**src/rtl/tts_pkg.sv**
```systemverilog
// Shared definitions for the truth-table sweeper: FSM state type,
// vector-count and counter-width helpers, and the sweep latency formula.
package tts_pkg;

    typedef enum logic [1:0] {
        IDLE   = 2'd0,
        DRIVE  = 2'd1,
        SAMPLE = 2'd2,
        FINISH = 2'd3
    } tts_state_e;

    // Number of input vectors walked by one sweep.
    function automatic int vecCount(input int nIn);
        return 1 << nIn;
    endfunction

    // Width of a down-counter that must hold values 0 .. value-1.
    function automatic int cntWidth(input int value);
        return (value <= 1) ? 1 : $clog2(value);
    endfunction

    // Cycles from the start pulse cycle to the done pulse cycle, inclusive.
    function automatic int sweepLatency(input int nIn, input int settle);
        return 1 + vecCount(nIn) * (settle + 1) + 1;
    endfunction

    localparam int DEFAULT_LATENCY = sweepLatency(2, 1);

endpackage

```
**src/rtl/tts_settle_cnt.sv**
```systemverilog
// Loadable down-counter that times how long a stimulus vector is held.
// It is reloaded on every new vector and raises tick_o in the last hold cycle.
module tts_settle_cnt
    import tts_pkg::*;
#(
    parameter int SETTLE = 1
) (
    input  logic clk_i,
    input  logic rst_ni,
    input  logic load_i,
    input  logic en_i,
    output logic tick_o
);

    localparam int            W        = cntWidth(SETTLE);
    localparam logic [W-1:0]  LOAD_VAL = W'(SETTLE - 1);

    logic [W-1:0] cnt_q;
    logic [W-1:0] cnt_d;

    assign tick_o = en_i && (cnt_q == '0);

    // Reload on a new vector, otherwise count down while the hold is active.
    always_comb begin
        cnt_d = cnt_q;
        if (load_i) begin
            cnt_d = LOAD_VAL;
        end else if (en_i && (cnt_q != '0)) begin
            cnt_d = cnt_q - W'(1);
        end
    end

    // Counter register, cleared by reset.
    always_ff @(posedge clk_i or negedge rst_ni) begin
        if (!rst_ni) begin
            cnt_q <= '0;
        end else begin
            cnt_q <= cnt_d;
        end
    end

endmodule

```
**src/rtl/truth_table_sweeper.sv**
```systemverilog
// Exhaustive truth-table sweeper: walks every input combination of an
// external combinational block, holds each vector for SETTLE cycles,
// samples the response and counts mismatches against EXPECT.
// Optional feature macro: TRUTH_TABLE_SWEEPER_FIRST_FAIL_EN adds capture
// of the first failing vector (first_fail_idx_o / first_fail_vld_o).
module truth_table_sweeper
    import tts_pkg::*;
#(
    parameter int                      N_IN   = 2,
    parameter int                      SETTLE = 1,
    parameter logic [(1<<N_IN)-1:0]    EXPECT = 4'b1000
) (
    input  logic            clk_i,
    input  logic            rst_ni,
    input  logic            start_i,
    output logic [N_IN-1:0] stim_o,
    input  logic            resp_i,
    output logic            busy_o,
    output logic            done_o,
    output logic            pass_o,
    output logic [N_IN:0]   err_count_o
`ifdef TRUTH_TABLE_SWEEPER_FIRST_FAIL_EN
    ,
    output logic [N_IN-1:0] first_fail_idx_o,
    output logic            first_fail_vld_o
`endif
);

    localparam int             VEC     = vecCount(N_IN);
    localparam logic [N_IN:0]  ERR_MAX = (N_IN + 1)'(VEC);

    tts_state_e      state_q;
    tts_state_e      state_d;
    logic [N_IN-1:0] stim_q;
    logic [N_IN-1:0] stim_d;
    logic [N_IN:0]   errCount_q;
    logic [N_IN:0]   errCount_d;
    logic            pass_q;
    logic            pass_d;

    logic            settleLoad;
    logic            settleEn;
    logic            settleTick;
    logic            lastVec;
    logic            expBit;
    logic            mismatch;
    logic            sweepStart;

    assign lastVec    = (stim_q == {N_IN{1'b1}});
    assign expBit     = EXPECT[stim_q];
    assign mismatch   = (resp_i != expBit);
    assign sweepStart = (state_q == IDLE) && start_i;

    tts_settle_cnt #(
        .SETTLE (SETTLE)
    ) u_settle (
        .clk_i  (clk_i),
        .rst_ni (rst_ni),
        .load_i (settleLoad),
        .en_i   (settleEn),
        .tick_o (settleTick)
    );

    // FSM state register.
    always_ff @(posedge clk_i or negedge rst_ni) begin
        if (!rst_ni) begin
            state_q <= IDLE;
        end else begin
            state_q <= state_d;
        end
    end

    // Next-state logic: start only counts in IDLE, so a pulse while busy or in FINISH is dropped.
    always_comb begin
        state_d = state_q;
        case (state_q)
            IDLE:    if (start_i) state_d = DRIVE;
            DRIVE:   if (settleTick) state_d = SAMPLE;
            SAMPLE:  state_d = lastVec ? FINISH : DRIVE;
            FINISH:  state_d = IDLE;
            default: state_d = IDLE;
        endcase
    end

    // Output and control decode from the current state.
    always_comb begin
        busy_o     = (state_q == DRIVE) || (state_q == SAMPLE);
        done_o     = (state_q == FINISH);
        settleEn   = (state_q == DRIVE);
        settleLoad = sweepStart || ((state_q == SAMPLE) && !lastVec);
    end

    // Datapath next values: clear on start, compare and advance in SAMPLE.
    // The pass flag is settled on the last sample so it is valid alongside done.
    always_comb begin
        stim_d     = stim_q;
        errCount_d = errCount_q;
        pass_d     = pass_q;
        if (sweepStart) begin
            stim_d     = '0;
            errCount_d = '0;
            pass_d     = 1'b0;
        end else if (state_q == SAMPLE) begin
            if (mismatch && (errCount_q != ERR_MAX)) begin
                errCount_d = errCount_q + (N_IN + 1)'(1);
            end
            if (lastVec) begin
                pass_d = (errCount_d == '0);
            end else begin
                stim_d = stim_q + N_IN'(1);
            end
        end
    end

    // Datapath registers.
    always_ff @(posedge clk_i or negedge rst_ni) begin
        if (!rst_ni) begin
            stim_q     <= '0;
            errCount_q <= '0;
            pass_q     <= 1'b0;
        end else begin
            stim_q     <= stim_d;
            errCount_q <= errCount_d;
            pass_q     <= pass_d;
        end
    end

    assign stim_o      = stim_q;
    assign pass_o      = pass_q;
    assign err_count_o = errCount_q;

`ifdef TRUTH_TABLE_SWEEPER_FIRST_FAIL_EN
    logic [N_IN-1:0] ffIdx_q;
    logic [N_IN-1:0] ffIdx_d;
    logic            ffVld_q;
    logic            ffVld_d;

    // First-failure capture: cleared on start, latched only by the first mismatch.
    always_comb begin
        ffIdx_d = ffIdx_q;
        ffVld_d = ffVld_q;
        if (sweepStart) begin
            ffIdx_d = '0;
            ffVld_d = 1'b0;
        end else if ((state_q == SAMPLE) && mismatch && !ffVld_q) begin
            ffIdx_d = stim_q;
            ffVld_d = 1'b1;
        end
    end

    // First-failure registers.
    always_ff @(posedge clk_i or negedge rst_ni) begin
        if (!rst_ni) begin
            ffIdx_q <= '0;
            ffVld_q <= 1'b0;
        end else begin
            ffIdx_q <= ffIdx_d;
            ffVld_q <= ffVld_d;
        end
    end

    assign first_fail_idx_o = ffIdx_q;
    assign first_fail_vld_o = ffVld_q;
`endif

endmodule

```
**config.mk**
```make
export PLATFORM = sky130hd
export DESIGN_NAME = truth_table_sweeper
export DESIGN_NICKNAME = d
export VERILOG_FILES = /design/src/rtl/tts_pkg.sv /design/src/rtl/tts_settle_cnt.sv /design/src/rtl/truth_table_sweeper.sv
export SDC_FILE = /design/constraint.sdc
export NUM_CORES = 1
export LEC_CHECK = 0
export CAP_MARGIN = 20
export CORE_AREA = 2 2 39 41
export DETAILED_ROUTE_END_ITERATION = 8
export DIE_AREA = 0 0 41 43
export PLACE_DENSITY = 0.68
export REMOVE_ABC_BUFFERS = 1
export SYNTH_ARGS = -nofsm -noshare
export SYNTH_HDL_FRONTEND = slang
export SYNTH_SLANG_ARGS = --single-unit
```
**constraint.sdc**
```tcl
create_clock -name clk_i -period 1.9 [get_ports clk_i]
set_clock_uncertainty 0.15 [all_clocks]
set_input_delay 0.285 -clock clk_i [delete_from_list [all_inputs] [get_ports clk_i]]
set_output_delay 0.285 -clock clk_i [all_outputs]
set_load 0.005 [all_outputs]
```
# Yosys cells after proc, flatten, opt, wreduce, memory -nomap -nowiden
# Index checks and enable logic that the tools add are counted.
# classes
magnitude_cmp	1
n_mux	19
n_eq_ne	9
bitwise	1
n_reduce_logical	16
n_addsub	3
# ops
cell	count
2-to-1 mux 3 bit	5
2-to-1 mux 2 bit	6
one-hot mux 2 bit (4 select lines)	1
== test 2 bit (second input constant)	3
2-to-1 mux 1 bit	6
AND reduction 2 bit	3
nonzero test 2 bit	3
logical AND 1 bit	5
inequality test 2 bit (second input constant)	2
adder 3 x 1 -> 3 bit (second input constant)	1
zero test 3 bit	1
< comparator 2 x 3 -> 1 bit (second input constant)	1
inequality test 3 bit (second input constant)	1
adder 2 x 1 -> 2 bit (second input constant)	1
binary-select mux 1 bit (select 2 bit)	1
== test 2 x 1 -> 1 bit (second input constant)	1
zero test 2 bit	1
logical OR 1 bit	2
inequality test 2 x 1 -> 1 bit (second input constant)	1
zero test 1 bit	1
inequality test 1 bit	1
NOT 1 bit	1
subtractor 1 bit (second input constant)	1
# totals
in_bits	4
regBits	9
elab_cells	54
output_inout_bits	8

# Depth between registers and ports, before layout
# logic_depth
depth_word	11
depth_mapped	6
mapped_depth_nobuf	6

# Modules after synthesis
# Synthesis repeated with hierarchy kept, for this count alone.
# hier_totals
cells_unflattened	60
area_unflattened_um2	593.1
# by_module_without_submodules
module	cells_per_inst	area_each_um2	instances	seq_area_each_um2
truth_table_sweeper	57	546.8	1	200.2
tts_settle_cnt	3	46.3	1	25.0

# Worst setup path after synthesis
# OpenSTA, ideal clock, no wires.
# synth_timing
path_kind	reg2reg
startpoint	register stim_q[0], in the netlist stim_o[0]
endpoint	register pass_q, in the netlist pass_o
synth_period_minus_slack_ps	1597
arrival_ps	1382
required_time_ps	1684
n_path_buf	0
setup_time_ps	66
path_stages_with_launch	6
path_slack_ps	303
path_cell_list	dfrtp_1 > ha_1 > xor2_2 > a211o_2 > o31ai_1 > a32o_2
# synth_between
elab_chain_cells	11
elab_cells_between_ends	14
classes_between	eq/ne: 2; mux: 8; reduce/logical: 4
# synth_lines
element	line_no	text
from (decl)	truth_table_sweeper.sv:34	logic [N_IN-1:0] stim_q;
from (signal assigned)	truth_table_sweeper.sv:122	stim_q <= stim_d;
binary-select mux 1 bit (select 2 bit)	truth_table_sweeper.sv:50	assign expBit = EXPECT[stim_q];
2-to-1 mux 1 bit (not written as such)	truth_table_sweeper.sv:50	
inequality test 1 bit	truth_table_sweeper.sv:51	assign mismatch = (resp_i != expBit);
logical AND 1 bit	truth_table_sweeper.sv:104	if (mismatch && (errCount_q != ERR_MAX)) begin
2-to-1 mux 3 bit	truth_table_sweeper.sv:104	
2-to-1 mux 3 bit	truth_table_sweeper.sv:103	end else if (state_q == SAMPLE) begin
2-to-1 mux 3 bit	truth_table_sweeper.sv:99	if (sweepStart) begin
zero test 3 bit	truth_table_sweeper.sv:108	pass_d = (errCount_d == '0);
2-to-1 mux 1 bit	truth_table_sweeper.sv:107	if (lastVec) begin
2-to-1 mux 1 bit	truth_table_sweeper.sv:103	
2-to-1 mux 1 bit	truth_table_sweeper.sv:99	
to (signal assigned)	truth_table_sweeper.sv:124	pass_q <= pass_d;
to (decl)	truth_table_sweeper.sv:38	logic pass_q;
# Several ways; a longest one is shown, not always the timed one. The select of a mux whose other input is x is not followed.
# A chain may end at the register's enable or synchronous reset.

# Worst setup path after layout
# layout_timing
startpoint	register state_q[0]
endpoint	output done_o
# layout_between
elab_chain_cells	1
# layout_lines
element	line_no	text
from (decl)	truth_table_sweeper.sv:32	tts_state_e state_q;
from (signal assigned)	truth_table_sweeper.sv:69	state_q <= state_d;
== test 2 bit	truth_table_sweeper.sv:88	done_o = (state_q == FINISH);
to (decl)	truth_table_sweeper.sv:19	output logic done_o,
# No other way between the ends.

==> impl_table.tex <==
\begin{tabular}{lr}
\hline
Metric & Value \\
\hline
\multicolumn{2}{l}{\textbf{Outcome}} \\
Run status & finished, final reports clean \\
\multicolumn{2}{l}{\textbf{Power and ir drop}} \\
Static Leakage & 0.3722 nW \\
Power density cells & 1497 mW/mm\^{}2 \\
IR Drop Worst-Case VDD & 0.6441 mV \\
\multicolumn{2}{l}{\textbf{STA}} \\
Pin slew with the least headroom to its limit & 0.4361 ns \\
Shortest period the worst path allows & 1.842 ns \\
Final hold violations & 0 \\
Final period utilization & 96.95\% \\
Normalized max-slew margin & 70.84\% \\
RSZ-0062 raised after global routing & no \\
Setup TNS & 0 ns \\
Setup-failing EPs final & 0 \\
Fin. max-slew vios & 0 \\
Fmax achieved & 0.5429 GHz \\
\multicolumn{2}{l}{\textbf{Clock tree}} \\
TritonCTS sink count & 9 \\
TritonCTS clock tree & built \\
Maximum buffer depth of the clock tree & 2 \\
Clock slew seen by the registers of the worst setup and hold paths & 0.06 ns \\
\# H-tree levels & 1 \\
Num CTS Buffers & 3 \\
Clock tree root driver cell & clkbuf\_4 \\
Insertion delay of the later-clocked pin in the worst-skew pair & 0.27 ns \\
\multicolumn{2}{l}{\textbf{Yosys}} \\
Flip-flop and latch count after synthesis & 9 \\
Number of instances in the synthesized netlist & 55 \\
Count of distinct cell types in the synthesized netlist & 22 \\
Cell types with the highest counts after synthesis & dfrtp\_1, ha\_1, inv\_1, nor2\_1, nand2\_1 \\
Xor/xnor share of the synthesized area & 6.013\% \\
Simple-gate portion of the synthesized area & 14.48\% \\
Share of the synthesized area in the top cell type & 40.09\% \\
Count of warnings emitted by yosys & 0 \\
Most instantiated flip-flop cell in the synthesis netlist & dfrtp\_1 \\
Share of synthesized cell area in full adder, half adder and majority cells & 17.82\% \\
Ys async rst share & 100.0\% \\
Multiplexer area fraction after synthesis & 5.345\% \\
Complex-gate fraction of the synthesized area & 12.25\% \\
Cell area after synthesis & 561.8 sq um \\
Library cell with the highest instance count after synthesis & dfrtp\_1 \\
Avg Cell Area, Syn & 10.21 sq um \\
Cell types occupying the most area after synthesis & dfrtp\_1, ha\_1, mux2i\_1 \\
Cell type with the largest total area after synthesis & dfrtp\_1 \\
Post-synth EDFFs & 0 \\
Main combinational cell family by area after synthesis & adder cells \\
Fraction of the yosys area taken by sequential cells & 40.09\% \\
\multicolumn{2}{l}{\textbf{Die}} \\
Std cell rows & 14 \\
Total die area & 0.001763 sq mm \\
Total core area & 0.001384 sq mm \\
Die extent in y & 43 um \\
Die X-Extent & 41 um \\
Number of primary I/O pins & 12 \\
Initial standard-cell utilization of the core & 40.60\% \\
\multicolumn{2}{l}{\textbf{Global route}} \\
Wire length of the first global-routing pass & 1697 um \\
Global route overflow & 0 \\
Vias in the first global route & 398 \\
Global Route Usage Sum & 14.49\% \\
Number of antenna violations at the first check in global routing & 0 \\
Pin count of the biggest net entering global routing & 10 \\
\multicolumn{2}{l}{\textbf{Place}} \\
Quantity of I/O buffers inserted on ports & 11 \\
Hpwl dp & 727.5 um \\
Placed standard-cell area & 688.2 sq um \\
Final Wtd Congestion & 0.7036 \\
\multicolumn{2}{l}{\textbf{Detailed routing}} \\
Via count & 445 \\
Average vias per placed instance & 5.000 \\
Residual antenna-violating net count after detailed routing & 0 \\
Wire length reported by the detailed router & 1054 um \\
Number of search-and-repair iterations in the first detailed-routing pass & 3 \\
Initial drt markers & 1 \\
Post-detailed-route DRC marker count & 0 \\
Post-DR wirelength/cell & 11.84 um \\
\multicolumn{2}{l}{\textbf{Setup path}} \\
Worst path slowest cell & clkdlybuf4s50\_1 \\
Crit path max-delay family & buffers and inverters \\
Worst endpoint required time & 1.46 ns \\
Endpoint type of the worst setup path & primary output \\
Arrival time reported for the critical path endpoint & 1.41 ns \\
Setup crit start kind & flip-flop \\
WS Path Type & flip-flop to primary output \\
Critical Path, Cell by Cell & buf\_4 > ha\_1 > clkdlybuf4s50\_1 \\
Number of buffer and inverter instances along the worst setup path & 2 \\
Largest stage delay on the critical path & 0.43 ns \\
Worst Path Max Fanout & 3 \\
\multicolumn{2}{l}{\textbf{Finish}} \\
Fraction of layout cells with a size suffix above 1 & 17.81\% \\
Post-layout net count & 86 \\
\# diodes & 0 \\
Post-route standard cell area excluding fillers & 747.0 sq um \\
Relative area change from synthesis to final layout & 32.96\% \\
\multicolumn{2}{l}{\textbf{Job}} \\
Maxcap violations & 0 \\
\multicolumn{2}{l}{\textbf{Min path}} \\
Hold Crit Class & input pin to asynchronous set/reset pin \\
\hline
\end{tabular}
[layout make-up]
class / instances / area [sq um]
multi-input cells: 40 / 314.1
flip-flops and latches: 9 / 225.2
clock buffers: 4 / 26.28
well taps: 16 / 20.02
inverters: 5 / 18.77
repair buffers: 15 / 142.6
fillers: 129 / 636.9
[cells by family after synthesis]
group | count (synthesis)
adders and majority gates | 8
muxes | 3
AOI/OAI and AO/OA | 10
DFF | 9
xor gates and xnor gates | 3
buffers and inverters | 6
and+or+nand+nor | 16
[layout by cell type, fill, tap and decap left out, types with 2 or more instances in the layout]
cell,count
a21oi_1,2
buf_4,4
clkbuf_4,3
clkdlybuf4s50_1,10
dfrtp_1,9
ha_1,8
inv_1,3
inv_2,2
mux2i_1,3
nand2_1,4
nand2b_1,3
nor2_1,5
o21ai_0,2
xnor2_1,2
[routing by layer]
metal  vias up  part of all wire [%]  wire, um  global-route usage, %
met2        10                    47       494                  17.81
met5         -                     0         0                      0
met4         0                   3.3        35                  10.00
li1        223                     -         -                      -
met1       207                    45       472                  21.69
met3         5                   4.8        51                  3.141
[metrics by stage]
step | instances | power, W | worst slack, ns | util, % | hold WS (ns)
finish | 89 | 0.001119 | 0.05797 | 53.98 | 0.1742
global route | 89 | 0.001218 | 0.007469 | 53.98 | 0.2214
CTS | 87 | 0.001100 | 0.0004351 | 52.71 | 0.1879
detailed placement | 81 | 0.0009071 | 0.1379 | 49.73 | 0.3562
global placement | 81 | 0.0008983 | 0.1557 | 49.73 | 0.3548
floorplan | 54 | 0.0006770 | 0.3027 | - | -0.1606
[where the power goes]
group / internal [W] / switching [W] / total (W) / leakage [nW]
Sequential: 0.000264 / 0.0000581 / 0.000322 / 0.117
Clock: 0.0000812 / 0.0000709 / 0.000152 / 0.0150
Combinational: 0.000359 / 0.000286 / 0.000645 / 0.240
[final timing paths]
check	start	endpoint	slack, ns	cells after the start
max	state_q[0]$_DFFE_PN0P_	done_o	0.06	3
min	rst_ni	state_q[0]$_DFFE_PN0P_	0.17	1
max in group asynchronous	rst_ni	err_count_o[0]$_DFFE_PN0P_	1.12	1
min in group clk_i	pass_o$_DFFE_PN0P_	pass_o$_DFFE_PN0P_	0.36	1
min reg2reg	pass_o$_DFFE_PN0P_	pass_o$_DFFE_PN0P_	0.36	1
max reg2reg	state_q[0]$_DFFE_PN0P_	pass_o$_DFFE_PN0P_	0.22	6
[worst register-to-register path: stages, from the launching register on]
cell	delay, ns
dfrtp_1	0.38
buf_4	0.13
inv_2	0.07
ha_1	0.16
and2_1	0.33
nor2_1	0.09
a32o_2	0.27
[repair_timing]
item                                    CTS  global route
hold buffers                              0             0
hold endpoints to repair                  0             0
gates resized for setup                   1             2
endpoints found under the setup margin    1             2
pin swaps                                 0             0
setup buffers                             2             2
[sequential cells by signal, summed over array words and instances (netlist names)]
name,flops
stim_o,2
state_q,2
u_settle.cnt_q,1
pass_o,1
err_count_o,3
Power figures use the tool's default switching activity.
==> patch 1: new RTL, config.mk and constraints unchanged <==
Encoding of `tts_state_e`: now one-hot (4 bits for 4 states).
--- a/src/rtl/tts_pkg.sv
+++ b/src/rtl/tts_pkg.sv
@@ -2,11 +2,11 @@
 // vector-count and counter-width helpers, and the sweep latency formula.
 package tts_pkg;
 
-    typedef enum logic [1:0] {
-        IDLE   = 2'd0,
-        DRIVE  = 2'd1,
-        SAMPLE = 2'd2,
-        FINISH = 2'd3
+    typedef enum logic [3:0] {
+        IDLE   = 4'b0001,
+        DRIVE  = 4'b0010,
+        SAMPLE = 4'b0100,
+        FINISH = 4'b1000
     } tts_state_e;
 
     // Number of input vectors walked by one sweep.
Check against the original RTL: no difference found for any inputs over 10 cycles, from zero or initial values and one cycle with rst_ni low; not proved beyond that.
==> patch 1 against the original RTL <==
  * Synthesized area grew 21%
  * Total power shrank 22%
  * Combinational power shrank 43%
  * Worst setup slack gained 0.090 ns
  * Sequential cell count grew 2
  * Via count grew 22%
  * Largest cell class unchanged
  * Design area grew 15%
  * Critical path depth grew 2
  * Global-route usage grew 4.0 points
  * Routed wire length grew 20%
  * Critical endpoint is now err_count_o[1]
  * Utilization grew 8.0 points
==> patch 1: results (changes against the original RTL) <==
[outcome]
status=completed

[critical_path]
slowest_stage=dfrtp_1
crit_fanout=6  ; +3
cp.arrival_ns=1.76  ; +0.35 ns
cpPeakStageDelay_ns=0.41  ; -0.02 ns
crit_family=compound AO/OA/AOI/OAI gates

[final_layout]
drive_gt1_frac=0.163  ; -0.0153
largest_reg_flops=4  ; +1
diodes=0  ; unchanged
final_nets=94  ; +9.3%
fillers=132  ; +2.3%

[synth]
synth.area.top_cells=dfrtp_1 (37%), ha_1 (5.5%), dfstp_2 (3.9%), nor4b_4 (3.5%), mux2i_1 (2.9%)
synth_common_cells=dfrtp_1 (10), nor2_1 (5), inv_1 (4), nand3_1 (4)
synth.distinct_cells=35  ; +59%
seq_area_frac_synth=0.407  ; +0.00611

[power_and_ir_drop]
p_int_mw=0.565  ; -20%
power.leakage_nw=0.391  ; +5.1%
vdd_ir_drop_max_uv=444  ; -31%

[clock_network]
clk_pin_slew_ns=0.07
cts_buffers=3  ; unchanged
cts_buffer_depth=2  ; unchanged

[route]
firstDrtPassIters=2  ; -1
wire_per_inst_microns=12.4  ; +4.9%
vias_per_cell=5.33  ; +6.7%
drt_iter0_drc=10  ; +9

[placed_design]
hpwl_microns=981  ; +35%
routabilityCongestion=0.725  ; +3.0%
place_area_sq_um=808  ; +17%

[global_route]
track_usage=0.184  ; +0.0395
grt_max_degree=12  ; +2
grt_pass1_wl_microns=2170  ; +28%
grt_pass1_vias=520  ; +31%

[timing]
tightest_slew_ns=0.527  ; +0.0905 ns

patch 1: path summary, 6_finish.rpt:
kind                           startpoint              to  slack [ns]  depth (start not counted)
max                             stim_o[0]  err_count_o[1]        0.15                          5
max reg2reg                     stim_o[0]  err_count_o[1]        0.15                          5
max in group asynchronous          rst_ni      state_q[0]        1.03                          1
min reg2reg                u_settle.cnt_q      state_q[2]        0.32                          1
min in group clk_i         u_settle.cnt_q      state_q[2]        0.32                          1
min                                rst_ni      state_q[3]        0.21                          1
patch 1: power by group through the flow:
| stage | Combinational, mW | Sequential [mW] | Clock, mW |
|---|---|---|---|
| 2_1_floorplan | 0.192 | 0.367 | 0 |
| 3_3_place_gp | 0.339 | 0.351 | 0 |
| 3_5_place_dp | 0.345 | 0.354 | 0 |
| 4_1_cts | 0.377 | 0.348 | 0.168 |
| 5_1_grt | 0.408 | 0.354 | 0.178 |
| 6_report | 0.368 | 0.347 | 0.158 |
patch 1: cells by family after synthesis:
logic type | after synthesis | synth area share
flops | 11 | 0.407
simple gates | 30 | 0.273
compound gates | 13 | 0.129
mux | 2 | 0.0295
xor+xnor | 3 | 0.0497
buf+inv | 7 | 0.0571
fa+ha+maj | 3 | 0.0553
patch 1: final cells by class:
| class | count | area (sq um) | area share |
|---|---|---|---|
| Clock buffer | 3 | 22.5 | 0.0262 |
| Clock inverter | 1 | 5.00 | 0.00583 |
| Inverter | 4 | 15.0 | 0.0175 |
| Multi-Input combinational cell | 51 | 370 | 0.431 |
| Sequential cell | 11 | 277 | 0.322 |
| Tap cell | 16 | 20.0 | 0.0233 |
| Timing Repair Buffer | 16 | 149 | 0.173 |
patch 1: repair_timing:
action	in CTS	in global routing
endpoints found under the setup margin	2	1
gates resized for setup	2	1
setup buffers	2	0
gates cloned	0	0
patch 1: per-layer routing:
layer	up-vias	wire, microns	GRT usage
li1	275	-	-
met1	255	591	0.254
met2	10	599	0.266
met3	4	53	0.0314
met4	0	23	0.100
met5	-	0	0
patch 1: per-stage QoR:
stage	power (mW)	worst slack, ns	util	hold slack [ns]	cells
final	0.874	0.148	0.620	0.209	102
after global routing	0.941	0.0408	0.620	0.238	102
after CTS	0.893	0.00910	0.618	0.222	102
after detailed placement	0.699	0.0546	0.584	0.327	96
after global placement	0.690	0.0888	0.584	0.325	96
after floorplan	0.558	0.261	-	-0.161	66
==> patch 2: new RTL, config.mk and constraints unchanged <==
Without the edit above. Add a define of `TRUTH_TABLE_SWEEPER_FIRST_FAIL_EN`.
--- a/src/rtl/truth_table_sweeper.sv
+++ b/src/rtl/truth_table_sweeper.sv
@@ -3,6 +3,8 @@
 // samples the response and counts mismatches against EXPECT.
 // Optional feature macro: TRUTH_TABLE_SWEEPER_FIRST_FAIL_EN adds capture
 // of the first failing vector (first_fail_idx_o / first_fail_vld_o).
+`define TRUTH_TABLE_SWEEPER_FIRST_FAIL_EN
+
 module truth_table_sweeper
     import tts_pkg::*;
 #(
Behaviour (old outputs only; new: first_fail_idx_o and first_fail_vld_o): unchanged (equiv_simple and equiv_induct, registers matched by name and starting in step).
==> patch 2 against the original RTL <==
  * Synthesized area grew 23%
  * Maximum frequency grew 1.6%
  * Critical path depth grew 2
  * Die area did not move
  * Non-clock buffer count is 8 higher
  * Worst setup slack gained 0.029 ns
  * Sequential cell count is 3 higher
  * Routed wire length rose by 31%
  * Total power increased by 33%
  * Largest cell class unchanged
  * Sequential power grew 35%
  * Design area up 26%
  * Highest routed layer is now met3
==> patch 2: results (changes against the original RTL) <==
[outcome]
status=completed

[synth]
synth-async-reset-ratio=1.00  ; unchanged
yosys.area_share.xor_xnor=0.0490  ; -0.0111
syn_inst=68  ; +24%
seq_area_frac_synth=0.436  ; +0.0347
synth.distinct_cells=25  ; +14%
synth-adder-area-share=0.145  ; -0.0330
synth_compound_area_frac=0.0926  ; -0.0299
synth.area.top_cells=dfrtp_1 (44%), ha_1 (15%), mux2i_1 (7.3%), nor2_1 (4.4%), inv_1 (2.7%)

[timing]
tightest_slew_ns=0.547  ; +0.110 ns

[final_layout]
multi_input_area_sq_um=364  ; +16%
drive_gt1_frac=0.215  ; +0.0370

[critical_path]
cpPeakStageDelay_ns=0.46  ; +0.03 ns
slowest_stage=or4_1
crit_family=simple AND/OR/NAND/NOR gates
reg2reg_depth=5  ; -1

[placed_design]
routabilityCongestion=0.743  ; +5.6%
place_area_sq_um=886  ; +29%
dp_cells=102  ; +26%
port_buffers=14  ; +3

[global_route]
grt_pass1_wl_microns=2390  ; +41%
track_usage=0.206  ; +0.0606
grt_pass1_vias=550  ; +38%
grt_max_degree=13  ; +3

[route]
vias_per_cell=4.95  ; -0.92%
firstDrtPassIters=4  ; +1
wire_per_inst_microns=12.7  ; +6.8%
drt_iter0_drc=9  ; +8

[power_and_ir_drop]
power.leakage_nw=0.463  ; +24%

## patch 2: final timing paths
| path | startpoint | endpoint | slack [ns] |
|---|---|---|---|
| max | stim_o[0] | pass_o | 0.09 |
| min | rst_ni | err_count_o[0] | 0.21 |
| max reg2reg | stim_o[0] | pass_o | 0.09 |
| min reg2reg | pass_o | pass_o | 0.37 |
| max in group asynchronous | rst_ni | state_q[0] | 1.03 |
| min in group clk_i | pass_o | pass_o | 0.37 |
## patch 2: where the power goes
group | total [mW] | internal (mW) | switching (mW)
registers | 0.434 | 0.359 | 0.0752
clock network | 0.203 | 0.116 | 0.0869
logic | 0.848 | 0.466 | 0.382
## patch 2: cells by family after synthesis
logic type      after synthesis
xor+xnor                      3
mux                           5
flops                        12
simple gates                 22
buf+inv                       7
fa+ha+maj                     8
compound gates               11
## patch 2: routing by layer
| metal | wire length, microns | track usage |
|---|---|---|
| met1 | 665 | 0.270 |
| met2 | 654 | 0.306 |
| met3 | 58 | 0.0628 |
| met4 | 0 | 0.0800 |
| met5 | 0 | 0 |
## patch 2: timing repair
item                       in CTS  in global routing
setup endpoints to repair       1                  1
hold buffers                    0                  0
buffers inserted                2                  1
resized for setup               3                  2
## patch 2: area by class of cell
type	instances	area share
Tap cell	16	0.0212
Multi-Input combinational cell	49	0.385
Timing Repair Buffer	23	0.217
Inverter	5	0.0199
Sequential cell	12	0.318
Clock buffer	4	0.0384
## patch 2: metrics by stage
step	setup TNS, ns	setup slack, ns	hold slack [ns]
after global placement	0	0.0000600	0.349
after floorplan	0	0.0161	-0.161
after CTS	0	0.0321	0.228
final	0	0.0874	0.212
after detailed placement	-0.0314	-0.0314	0.358
after global routing	0	0.00487	0.253
